$ cat config.mk
export PLATFORM = sky130hd
export DESIGN_NAME = ufm_rom_loader
export DESIGN_NICKNAME = d
export VERILOG_FILES = /design/src/rtl/ufm_rom_loader.sv
export SDC_FILE = /design/constraint.sdc
export NUM_CORES = 1
export LEC_CHECK = 0
export BUFFER_PORTS_ARGS = -buffer_cell sky130_fd_sc_hd__buf_2
export CORE_MARGIN = 1.5
export CORE_UTILIZATION = 59
export DETAILED_ROUTE_END_ITERATION = 10
export PLACE_DENSITY = 0.95
export SETUP_SLACK_MARGIN = 0.5
export SKIP_CTS_REPAIR_TIMING = 1
export SLEW_MARGIN = 20
export SYNTH_ARGS = -nofsm -noshare
export SYNTH_HDL_FRONTEND = slang
export SYNTH_SLANG_ARGS = --single-unit
export TNS_END_PERCENT = 20
$ cat constraint.sdc
create_clock -name clock -period 3.9 [get_ports clock]
set_input_delay 0.78 -clock clock [delete_from_list [all_inputs] [get_ports clock]]
set_output_delay 0.78 -clock clock [all_outputs]
set_load 0.1 [all_outputs]
$ cat src/rtl/ufm_rom_loader.sv
`timescale 1ns/1ps
// ufm_rom_loader
// Copies a ROM image from the on-chip user flash (UFM) into a byte-wide RAM.
// On a start pulse it polls the flash CSR status until idle. It then issues
// 2-word Avalon-MM read bursts. Each returned 32-bit word is written to RAM
// one byte per cycle, least significant byte first.
//
// Ports:
//   clock, reset            system clock, synchronous active-high reset
//   start / busy / done     control: start pulse, copy in progress, completion pulse
//   avmm_data_*             UFM data port master (13-bit word address, burst of 2)
//   avmm_csr_*              UFM CSR port master (status register, busy field in [1:0])
//   ram_addr/ram_data/ram_we  byte write port of the shadow RAM
//   checksum                only with UFM_LOADER_CHECKSUM_EN: 16-bit sum of the
//                           bytes written; valid from done until the next start
//
// Optional feature macro: UFM_LOADER_CHECKSUM_EN
module ufm_rom_loader #(
  parameter int unsigned WORD_BASE  = 0,
  parameter int unsigned WORD_COUNT = 4096,
  parameter int unsigned RAM_AW     = 14
) (
  input  logic              clock,
  input  logic              reset,
  input  logic              start,
  output logic              busy,
  output logic              done,
  output logic [12:0]       avmm_data_addr,
  output logic              avmm_data_read,
  output logic [1:0]        avmm_data_burstcount,
  input  logic [31:0]       avmm_data_readdata,
  input  logic              avmm_data_waitrequest,
  input  logic              avmm_data_readdatavalid,
  output logic              avmm_csr_addr,
  output logic              avmm_csr_read,
  input  logic [31:0]       avmm_csr_readdata,
  output logic [RAM_AW-1:0] ram_addr,
  output logic [7:0]        ram_data,
  output logic              ram_we
`ifdef UFM_LOADER_CHECKSUM_EN
  ,
  output logic [15:0]       checksum
`endif
);

  localparam int unsigned FLASH_AW  = 13;
  localparam int unsigned CNT_W     = $clog2(WORD_COUNT + 1);
  localparam logic [FLASH_AW-1:0] BASE_ADDR = FLASH_AW'(WORD_BASE);
  localparam logic [CNT_W-1:0]    LAST_CNT  = CNT_W'(WORD_COUNT);

  typedef enum logic [2:0] {
    S_IDLE,
    S_CSR_RD,
    S_CSR_CHK,
    S_BURST,
    S_RECV,
    S_UNPACK,
    S_DONE
  } state_t;

  state_t             state;
  logic [CNT_W-1:0]   words_done;
  logic [CNT_W-1:0]   words_next;
  logic               second_beat;
  logic [31:0]        word0;
  logic [55:0]        unpack_sr;   // remaining bytes of the pair after the one on ram_data
  logic [2:0]         byte_cnt;

  // Only the status busy field of the CSR is meaningful here.
  logic unused_csr_bits;
  assign unused_csr_bits = ^avmm_csr_readdata[31:2];

  assign avmm_data_burstcount = 2'd2;
  assign avmm_csr_addr        = 1'b0;
  assign words_next           = words_done + CNT_W'(2);

  // Copy sequencer; all bus and RAM strobes are registered here.
  always_ff @(posedge clock) begin
    if (reset) begin
      state          <= S_IDLE;
      busy           <= 1'b0;
      done           <= 1'b0;
      avmm_data_read <= 1'b0;
      avmm_csr_read  <= 1'b0;
      ram_we         <= 1'b0;
      avmm_data_addr <= BASE_ADDR;
      ram_addr       <= '0;
      ram_data       <= '0;
      words_done     <= '0;
      second_beat    <= 1'b0;
      word0          <= '0;
      unpack_sr      <= '0;
      byte_cnt       <= '0;
    end else begin
      done <= 1'b0;
      case (state)
        S_IDLE: begin
          if (start) begin
            busy           <= 1'b1;
            avmm_data_addr <= BASE_ADDR;
            ram_addr       <= '0;
            words_done     <= '0;
            avmm_csr_read  <= 1'b1;
            state          <= S_CSR_RD;
          end
        end

        S_CSR_RD: begin
          avmm_csr_read <= 1'b0;
          state         <= S_CSR_CHK;
        end

        // Read data arrives the cycle after the strobe.
        S_CSR_CHK: begin
          if (avmm_csr_readdata[1:0] == 2'b00) begin
            avmm_data_read <= 1'b1;
            state          <= S_BURST;
          end else begin
            avmm_csr_read <= 1'b1;
            state         <= S_CSR_RD;
          end
        end

        // Command held stable until the slave drops waitrequest.
        S_BURST: begin
          if (!avmm_data_waitrequest) begin
            avmm_data_read <= 1'b0;
            second_beat    <= 1'b0;
            state          <= S_RECV;
          end
        end

        S_RECV: begin
          if (avmm_data_readdatavalid) begin
            if (!second_beat) begin
              word0       <= avmm_data_readdata;
              second_beat <= 1'b1;
            end else begin
              // First byte goes out immediately; the other seven queue in the shifter.
              unpack_sr   <= {avmm_data_readdata, word0[31:8]};
              ram_data    <= word0[7:0];
              ram_we      <= 1'b1;
              byte_cnt    <= 3'd0;
              second_beat <= 1'b0;
              state       <= S_UNPACK;
            end
          end
        end

        S_UNPACK: begin
          ram_addr <= ram_addr + RAM_AW'(1);
          if (byte_cnt == 3'd7) begin
            ram_we         <= 1'b0;
            avmm_data_addr <= avmm_data_addr + FLASH_AW'(2);
            words_done     <= words_next;
            if (words_next == LAST_CNT) begin
              done  <= 1'b1;
              busy  <= 1'b0;
              state <= S_DONE;
            end else begin
              avmm_data_read <= 1'b1;
              state          <= S_BURST;
            end
          end else begin
            ram_data  <= unpack_sr[7:0];
            unpack_sr <= {8'h00, unpack_sr[55:8]};
            byte_cnt  <= byte_cnt + 3'd1;
          end
        end

        S_DONE: state <= S_IDLE;

        default: state <= S_IDLE;
      endcase
    end
  end

`ifdef UFM_LOADER_CHECKSUM_EN
  // Running byte sum; cleared when a copy is accepted.
  always_ff @(posedge clock) begin
    if (reset) begin
      checksum <= '0;
    end else if (state == S_IDLE && start) begin
      checksum <= '0;
    end else if (ram_we) begin
      checksum <= checksum + 16'(ram_data);
    end
  end
`endif

endmodule

## After elaboration in Yosys (flattened, before gate mapping)

Cells that the tools add are included.

- Flip-flop bits (word level): 148
- Input port bits: 69
- Bits in latches: 0
- Memories kept: 0
- RAM bits: 0
- Bits in read-only memories: 0

- Reduce and logical (&&, ||, !) cells: 18
- $add $sub $neg: 4
- Div/mod/pow operators: 0
- Shift-type cells: 0
- Mux-type cells: 46
- Equality and inequality tests: 17
- Multiply operators: 0
- Order comparisons: 0
- Bitwise logic cells: 3

Operator list:

| kind | number |
|---|---|
| 56-bit 2-to-1 mux | 3 |
| 56-bit case mux with 2 select lines | 1 |
| 13-bit case mux with 2 select lines | 2 |
| 13-bit 2-to-1 mux | 3 |
| 14-bit case mux with 2 select lines | 1 |
| 3-bit 2-to-1 mux | 9 |
| 13-bit by 2-bit adder with 13-bit output (second input constant) | 2 |
| 8-bit 2-to-1 mux | 3 |
| 2-bit inequality test (second input constant) | 10 |
| 3-bit case mux with 6 select lines | 1 |
| 8-bit case mux with 2 select lines | 1 |
| 14-bit by 1-bit adder with 14-bit output (second input constant) | 1 |
| 1-bit 2-to-1 mux | 14 |
| 14-bit 2-to-1 mux | 1 |
| 13-bit == test (second input constant) | 1 |
| 3-bit AND reduction | 4 |
| 4-bit AND reduction | 3 |
| 5-bit AND reduction | 2 |
| 3-bit == test (second input constant) | 3 |
| 3-bit by 2-bit == test with 1-bit output (second input constant) | 2 |
| 1-bit case mux with 2 select lines | 3 |
| 1-bit case mux with 3 select lines | 2 |
| 3-bit case mux with 2 select lines | 1 |
| 2-bit nonzero test | 3 |
| other kinds (9) | 12 |

## Longest topological paths before layout

Gate-level depths: netlist of run 1.

- Word-level depth: 5
- Gate-level depth with buffers: 10

## Least setup slack after synthesis of run 1

No wires, ideal clock.

- Kind: reg2reg
- Start: register ram_addr[4]
- End: register ram_addr[13]
- Cell stages (with the launch flop): 6
- Arrival time: 2336 ps
- Library setup time: 70 ps
- Data required time: 3830 ps
- Path slack: 1493 ps
- Cells stage by stage: dfxtp_1 and4_1 nand4_1 or2_2 or3_1 a21oi_1

- Word-level cells in the longest chain between the ends: 2

Ends and longest elaborated chain:

| item | RTL line | text |
|---|---|---|
| start, declared | 37 | `output logic [RAM_AW-1:0] ram_addr,` |
| start signal, assigned | 151 | `ram_addr <= ram_addr + RAM_AW'(1);` |
| 14-bit by 1-bit adder with 14-bit output | 151 |  |
| 14-bit case mux with 2 select lines | 96 | `case (state)` |

No other way between the ends.
A chain may end at the register's enable or synchronous reset.

## Final worst setup path of run 1

- Start: register state[2]
- End: register ram_addr[7]

- Word-level cells in the longest chain between the ends: 3

Ends and longest elaborated chain:

| item | RTL line | text |
|---|---|---|
| start, declared | 61 | `state_t state;` |
| start signal, assigned | 80 | `state <= S_IDLE;` |
| start signal, assigned | 104 | `state <= S_CSR_RD;` |
| start signal, assigned | 110 | `state <= S_CSR_CHK;` |
| 3-bit == test / 3-bit logical NOT (equally long branches) | 96 |  |
| 2-bit nonzero test (no source line) / 2-bit inequality test (equally long branches) | -- |  |
| 2-bit AND reduction (no source line) | -- |  |

Parallel ways exist; a longest one is shown, timed or not.

==> results of run 1 <==
per-stage QoR:
stage | util [%] | power (uW)
after floorplan | - | 1692
after global placement | 64.83 | 1745
after detailed placement | 64.83 | 1748
after CTS | 70.29 | 3293
after global routing | 70.29 | 3381
final | 70.29 | 3285
per-layer routing:
layer | wire length, um | GRT usage (%) | vias to the layer above
met5 | 0 | 0 | -
met4 | 415 | 12.38 | 0
met3 | 1325 | 5.836 | 42
met2 | 7738 | 46.41 | 306
met1 | 6634 | 36.65 | 2838
li1 | - | - | 2931
layout by cell type, fill, tap and decap left out, types with 6 or more instances in the layout:
cell type  count
clkbuf_16     16
a21oi_1       73
a311oi_1      61
o21ai_0       15
nor3_1        14
or3_1          6
nand4_1        9
dfxtp_1      146
buf_2         76
xor2_1        10
nand2_1      213
nand3_1       22
nor2_1       106
power by group:
part / switching [uW] / internal (uW) / total (uW)
registers: 17.2 / 1510 / 1520
clock network: 680 / 884 / 1560
logic: 145 / 52.9 / 198
total: 842 / 2440 / 3280
layout make-up:
| cell class | count | area (sq um) |
|---|---|---|
| tap | 136 | 170.2 |
| inverter | 3 | 11.26 |
| fill | 755 | 3094 |
| clock buffer | 18 | 427.9 |
| multi-input combinational | 610 | 3178 |
| sequential | 146 | 2923 |
| timing repair buffer | 83 | 470.5 |
| clock inverter | 14 | 141.4 |
flip-flops by register name, indices dropped and copies added, names as in the netlist, 3 cells and up:
signal,cells
word0,32
state,3
ram_addr,14
unpack_sr,56
avmm_data_addr,12
words_done,12
ram_data,8
byte_cnt,3
worst min-delay path, stage by stage, from the launching register on:
cell     delay, ps
dfxtp_1        310
nand2_1         50
a21oi_1         50
final timing paths:
kind / startpoint / endpoint / slack [ps] / depth (start not counted)
worst max-delay path: state[2] / ram_addr[7] / 1300 / 6
worst min register to register: unpack_sr[50] / unpack_sr[50] / 450 / 2
worst min-delay path: unpack_sr[50] / unpack_sr[50] / 450 / 2
worst max register to register: state[2] / ram_addr[7] / 1300 / 6
kinds of logic (layout without fill, tap and decap cells):
family	count (synthesis)	after routing
xor gates and xnor gates	10	10
muxes	4	4
buffers and inverters	71	118
adders and majority gates	5	5
DFF	146	146
AOI/OAI and AO/OA	175	175
and+or+nand+nor	412	412
other	2	4
==> summary.md, run 1 <==
| Metric | Value |
|---|---|
| Most common library cells after synthesis | 214 x nand2_1, 146 x dfxtp_1, 107 x nor2_1 |
| Max Cap Viol | 0 |
| Count of final setup violators | 0 |
| Req. time, crit path | about 4400 ps |
| Vias | ~6100 |
| Final net count | 935 |
| Layout cell share with drive strength beyond 1 | 15.68% |
| Synth Area in Simple Gates | 27.89% |
| Largest stage delay, worst path | 530 ps |
| Max-slew violation count | 0 |
| Non-filler cells in the finished layout | 1010 |
| Antenna Cells | 0 |
| Ys flop type | dfxtp_1 |
| Routed WL | 16110 um |
| Pre-antenna DRT Iters | 5 |
| Yosys cell types | 57 |
| RSZ-0062 raised after global routing | no |
| Clock sink total | 146 |
| Die width | 107.2 um |
| Synth area leader | dfxtp_1 |
| Part of the cycle the worst path needs | around two thirds |
| Number of synthesized flops with an enable pin | 0 |
| Critical path launch point type | flop |
| Pin count of the biggest net entering global routing | 72 |
| Warnings from Yosys | 0 |
| Starting Density | approximately three fifths |
| Leakage | around 0.0026 uW |
| Crit-path slowest cell | dfxtp_1 |
| Final instance area | around 7300 sq um |
| Critical path, cell by cell | nor2b_1 > nand2_2 > nor2_1 > nand4_1 > or2_2 > a21oi_1 |
| Setup CP Type | reg2reg |
| WP data arrival | just over 3000 ps |
| GPL Wtd Cong | 0.8810 |
| Initial antenna violation count | 0 |
| Grt ovf | 0 |
| Die H | 107.2 um |
| Yosys top cell area share | 45.62% |
| Maximum vdd drop | 0.2381 mV |
| CP max FO | 35 |
| Mux cell area share after synthesis | 0.7420% |
| Worst rel slew slack | 36.28% |
| CP endpoint kind | flop |
| Async SR Flop Fraction | 0% |
| Power density over the cells | ~450 nW/um^2 |
| CTS tree | done |
| # rows | 37 |
| Routed Antenna Nets | 0 |
| Cell count after synthesis | between 800 and 900 |
| Cell with the most instances after synthesis | nand2_1 |
| Die ar. | 11490 sq um |
| HP Class | reg2reg |
| DR DRC count | 0 |
| Largest family of logic cells by synthesized area | simple AND/OR/NAND/NOR gates |
| Post-place setup slack | around 1200 ps |
| Seq cells post-synth | ~150 |
| Post-DR vias/cell | 6.056 |
| H-Tree Depth | 4 |
| Area grow syn2layout | 14.27% |
| Synth Area in Adders | less than 1% |
| Synth Area in Compound Gates | between 10% and 20% |
| TNS Setup | 0 ps |
| Root buffer cell | clkbuf_8 |
| Sequential fraction of the synthesis area | a little under half |
| DRT iter0 DRCs | 592 |
| Post-Synth XOR/XNOR Area | approximately 1.4% |
| Final setup margin | 1303 ps |
| Worst-skew pair later-pin latency | 530 ps |
| Routed len/inst | ~16 um |
| CP bufs+invs | 0 |
| Vias in the first global route | 5505 |
| Hpwl dp | approximately 9500 um |
| GRT Total Usage | 28.54% |
| Placed cell areas | 6753 sq um |
| IO Port Bufs | 77 |
| I/O Pins | 112 |
| Placed Cells | just under 1000 |
| Fin Hold WS | 451.1 ps |
| Final critical-path required period | 2597 ps |
| Top area cells in the synthesized netlist | dfxtp_1 46%, nand2_1 13%, a311oi_1 8.3% |
| Status | complete, no violations |
| Global-route wire length before repair | roughly 26000 um |
| CTS clock-pin slew for the worst setup and hold paths | 70 ps |
| Family with the most delay on the worst path | simple AND/OR/NAND/NOR gates |
| Core area | 10420 sq um |
| Mapped Avg Cell Area | 7.767 sq um |
| Max Freq | about 0.39 GHz |
| Clk buf depth | 2 |
| Final hold vios | 0 |
| Post-Syn Area | 6407 sq um |
| Slew @ Worst Pin | 952.3 ps |
| Fin Clk Skew | 10.90 ps |
| CTS buffer count | 17 |
No activity file was read; power rests on OpenSTA's default activity.
==> inputs of run 2 (changes only) <==
--- a/config.mk
+++ b/config.mk
@@ -5,11 +5,12 @@
 export SDC_FILE = /design/constraint.sdc
 export NUM_CORES = 1
 export LEC_CHECK = 0
+export ABC_AREA = 1
 export BUFFER_PORTS_ARGS = -buffer_cell sky130_fd_sc_hd__buf_2
 export CORE_MARGIN = 1.5
-export CORE_UTILIZATION = 59
+export CORE_UTILIZATION = 50
 export DETAILED_ROUTE_END_ITERATION = 10
-export PLACE_DENSITY = 0.95
+export PLACE_DENSITY = 0.87
 export SETUP_SLACK_MARGIN = 0.5
 export SKIP_CTS_REPAIR_TIMING = 1
 export SLEW_MARGIN = 20
==> constraint.sdc (replaced) <==
create_clock -name clock -period 2.2 [get_ports clock]
set_input_delay 0.44 -clock clock [delete_from_list [all_inputs] [get_ports clock]]
set_output_delay 0.44 -clock clock [all_outputs]
set_load 0.1 [all_outputs]
==> run 2 against run 1 <==
Against the previous run:
- clock skew is 2.2 ps lower
- first-iteration DRC count is 6.1% higher
- non-clock buffer count is 16 higher
- critical path type unchanged
- largest cell class unchanged
==> summary.md, run 2 <==
| Metric | Value |
|---|---|
| Pin count of the biggest net entering global routing | 91 |
| IO Port Bufs | 77 |
| Ys flop type | dfxtp_1 |
| Area grow syn2layout | 22.71% |
| Grt ovf | 0 |
| Yosys top cell area share | 45.82% |
| Top area cells in the synthesized netlist | dfxtp_1 46%, nand2_1 13%, o21ai_0 8.2% |
| Clock power share | 44.1% |
| I/O Pins | between 100 and 150 |
| Comb power frac | 11.6% |
| Count of final setup violators | 0 |
| Psw | 1660 uW |
| Slew @ Worst Pin | 668.1 ps |
| Synth area leader | dfxtp_1 |
| Die width | 115.9 um |
| Final hold vios | 0 |
| Part of the cycle the worst path needs | between 80% and 90% |
| Most common library cells after synthesis | 219 x nand2_1, 146 x dfxtp_1, 104 x o21ai_0 |
| DR DRC count | 0 |
| Clock sink total | 146 |
| Cell with the most instances after synthesis | nand2_1 |
| Final critical-path required period | about 1800 ps |
| Clk buf depth | 2 |
| Critical path, cell by cell | ha_1 > ha_1 > inv_2 > nand2_2 > nand2_2 > nand2_4 > clkinv_8 > buf_12 > clkbuf_16 > a31oi_1 |
| DRT iter0 DRCs | 628 |
| Commonest non-fill, non-tap cell in the layout | nand2_1 |
| Post-Syn Area | roughly 6400 sq um |
| TNS Setup | 0 ps |
| Warnings from Yosys | 0 |
| Placed Cells | approximately 1100 |
| Worst-skew pair later-pin latency | 420 ps |
| Die ar. | 13440 sq um |
| Global-route wire length before repair | ~25000 um |
| Mapped Avg Cell Area | 7.315 sq um |
| Largest register FFs | 56 |
| Post-DR vias/cell | 5.661 |
| Most frequent cells in the layout | 216 x nand2_1, 115 x dfxtp_1, 103 x o21ai_0, 88 x nor2_1, 77 x buf_2 |
| Most flop-heavy register | unpack_sr |
| Largest stage delay, worst path | around 340 ps |
| Yosys cell types | 44 |
| RSZ-0062 raised after global routing | yes |
| Sw Ratio | 26.43% |
| Antenna Cells | 0 |
| Critical path launch point type | flop |
| CTS buffer count | 17 |
| Power density over the cells | approximately 800 nW/um^2 |
| Root buffer cell | clkbuf_16 |
| Max Cap Viol | 0 |
| Fin Hold WS | roughly 260 ps |
| Async SR Flop Fraction | 0% |
| Setup CP Type | reg2reg |
| Fin Clk Skew | roughly 8.7 ps |
| Part of the power in registers | 44.3% |
| Status | complete, no violations |
| CP endpoint kind | flop |
| Internal power | between 4000 and 5000 uW |
| Req. time, crit path | 2530 ps |
| Crit-path slowest cell | dfxtp_2 |
| H-Tree Depth | 4 |
| Vias in the first global route | 5286 |
| Leakage | 0.003135 uW |
| Fillers | 1019 |
| Die H | 115.9 um |
| Layout cell share with drive strength beyond 1 | 21.68% |
| Starting Density | 50.96% |
| Maximum vdd drop | slightly above 0.6 mV |
| Routed len/inst | 15.23 um |
| Cell count after synthesis | approximately 870 |
| Non-filler cells in the finished layout | between 1000 and 1500 |
| Final net count | roughly 1000 |
| Core area | 12520 sq um |
| Max-slew violation count | 0 |
| Routed WL | between 15000 and 20000 um |
| Pre-antenna DRT Iters | 6 |
| Sequential fraction of the synthesis area | 45.82% |
| Number of synthesized flops with an enable pin | 0 |
| Vias | about 6400 |
| Hpwl dp | a little over 9000 um |
| CP max FO | 14 |
| GPL Wtd Cong | 0.8867 |
| HP Class | in2reg |
| Routed Antenna Nets | 0 |
| Biggest regs | unpack_sr (56), word0 (32), ram_addr (14) |
| WP data arrival | 2110 ps |
| # rows | slightly above 40 |
| GRT Total Usage | between 20% and 30% |
| Initial antenna violation count | 0 |
| Seq cells post-synth | 146 |
| Max Freq | 0.5620 GHz |
| CTS clock-pin slew for the worst setup and hold paths | 60 ps |
| CTS tree | done |
| Worst rel slew slack | 55.46% |
==> run 2: metrics by stage <==
stage          setup slack, ps  power, uW  utilization, %  instance area, sq um
2_1_floorplan            498.3       3315               -                  6432
3_3_place_gp             314.0       3447           54.91                  6873
3_5_place_dp             298.4       3456           54.91                  6873
4_1_cts                  272.7       6195           59.39                  7433
5_1_grt                  309.5       6472           62.54                  7828
6_report                 420.7       6282           62.54                  7828
==> run 2: cell type report <==
| cell class | instances | area (sq um) | area share [%] |
|---|---|---|---|
| tap | 172 | 215.2 | 2.749 |
| inverter | 55 | 231.5 | 2.957 |
| clock inverter | 9 | 106.4 | 1.359 |
| clock buffer | 22 | 454.2 | 5.802 |
| timing repair inverter | 1 | 11.26 | 0.1439 |
| sequential | 146 | 2984 | 38.12 |
| multi-input combinational | 618 | 3087 | 39.43 |
| timing repair buffer | 99 | 738.2 | 9.431 |
==> run 2: worst paths after layout <==
check / start / endpoint / slack, ps / cells after the start
max reg2reg: byte_cnt[0] / unpack_sr[37] / 420 / 10
min reg2reg: avmm_data_addr[12] / avmm_data_addr[12] / 450 / 1
max: byte_cnt[0] / unpack_sr[37] / 420 / 10
min: avmm_data_readdata[25] / word0[25] / 260 / 3
==> run 2: cell families after synthesis <==
kind of cell,count (synthesis),share of synthesized area [%]
AOI/OAI and AO/OA,228,20.03
adders and majority gates,5,0.9808
and+or+nand+nor,379,25.34
other,2,0.1177
xor gates and xnor gates,2,0.2747
buffers and inverters,110,7.434
DFF,146,45.82
==> run 2: power groups by stage <==
stage	combinational, uW	sequential [uW]	clock, uW
floorplan	380	2940	0
global placement	618	2830	0
detailed placement	625	2830	0
CTS	634	2780	2790
global route	780	2790	2900
finish	730	2780	2770
==> run 2: critical path: cells and delay by family (launching register included) <==
kind / cells / cell delay [ps]
AND/OR/NAND/NOR: 3 / 340
AO/OA/AOI/OAI: 1 / 170
flip-flops: 1 / 340
adder cells (fa/ha/maj): 2 / 330
buffers and inverters: 4 / 490
==> run 2: per-layer routing <==
| layer | GRT usage (%) | vias up | part of all wire (%) |
|---|---|---|---|
| met5 | 0 | - | 0 |
| met4 | 8.943 | 0 | 2.5 |
| met3 | 4.759 | 45 | 7.1 |
| met2 | 36.90 | 323 | 49 |
| met1 | 30.17 | 2946 | 41 |
| li1 | - | 3038 | - |
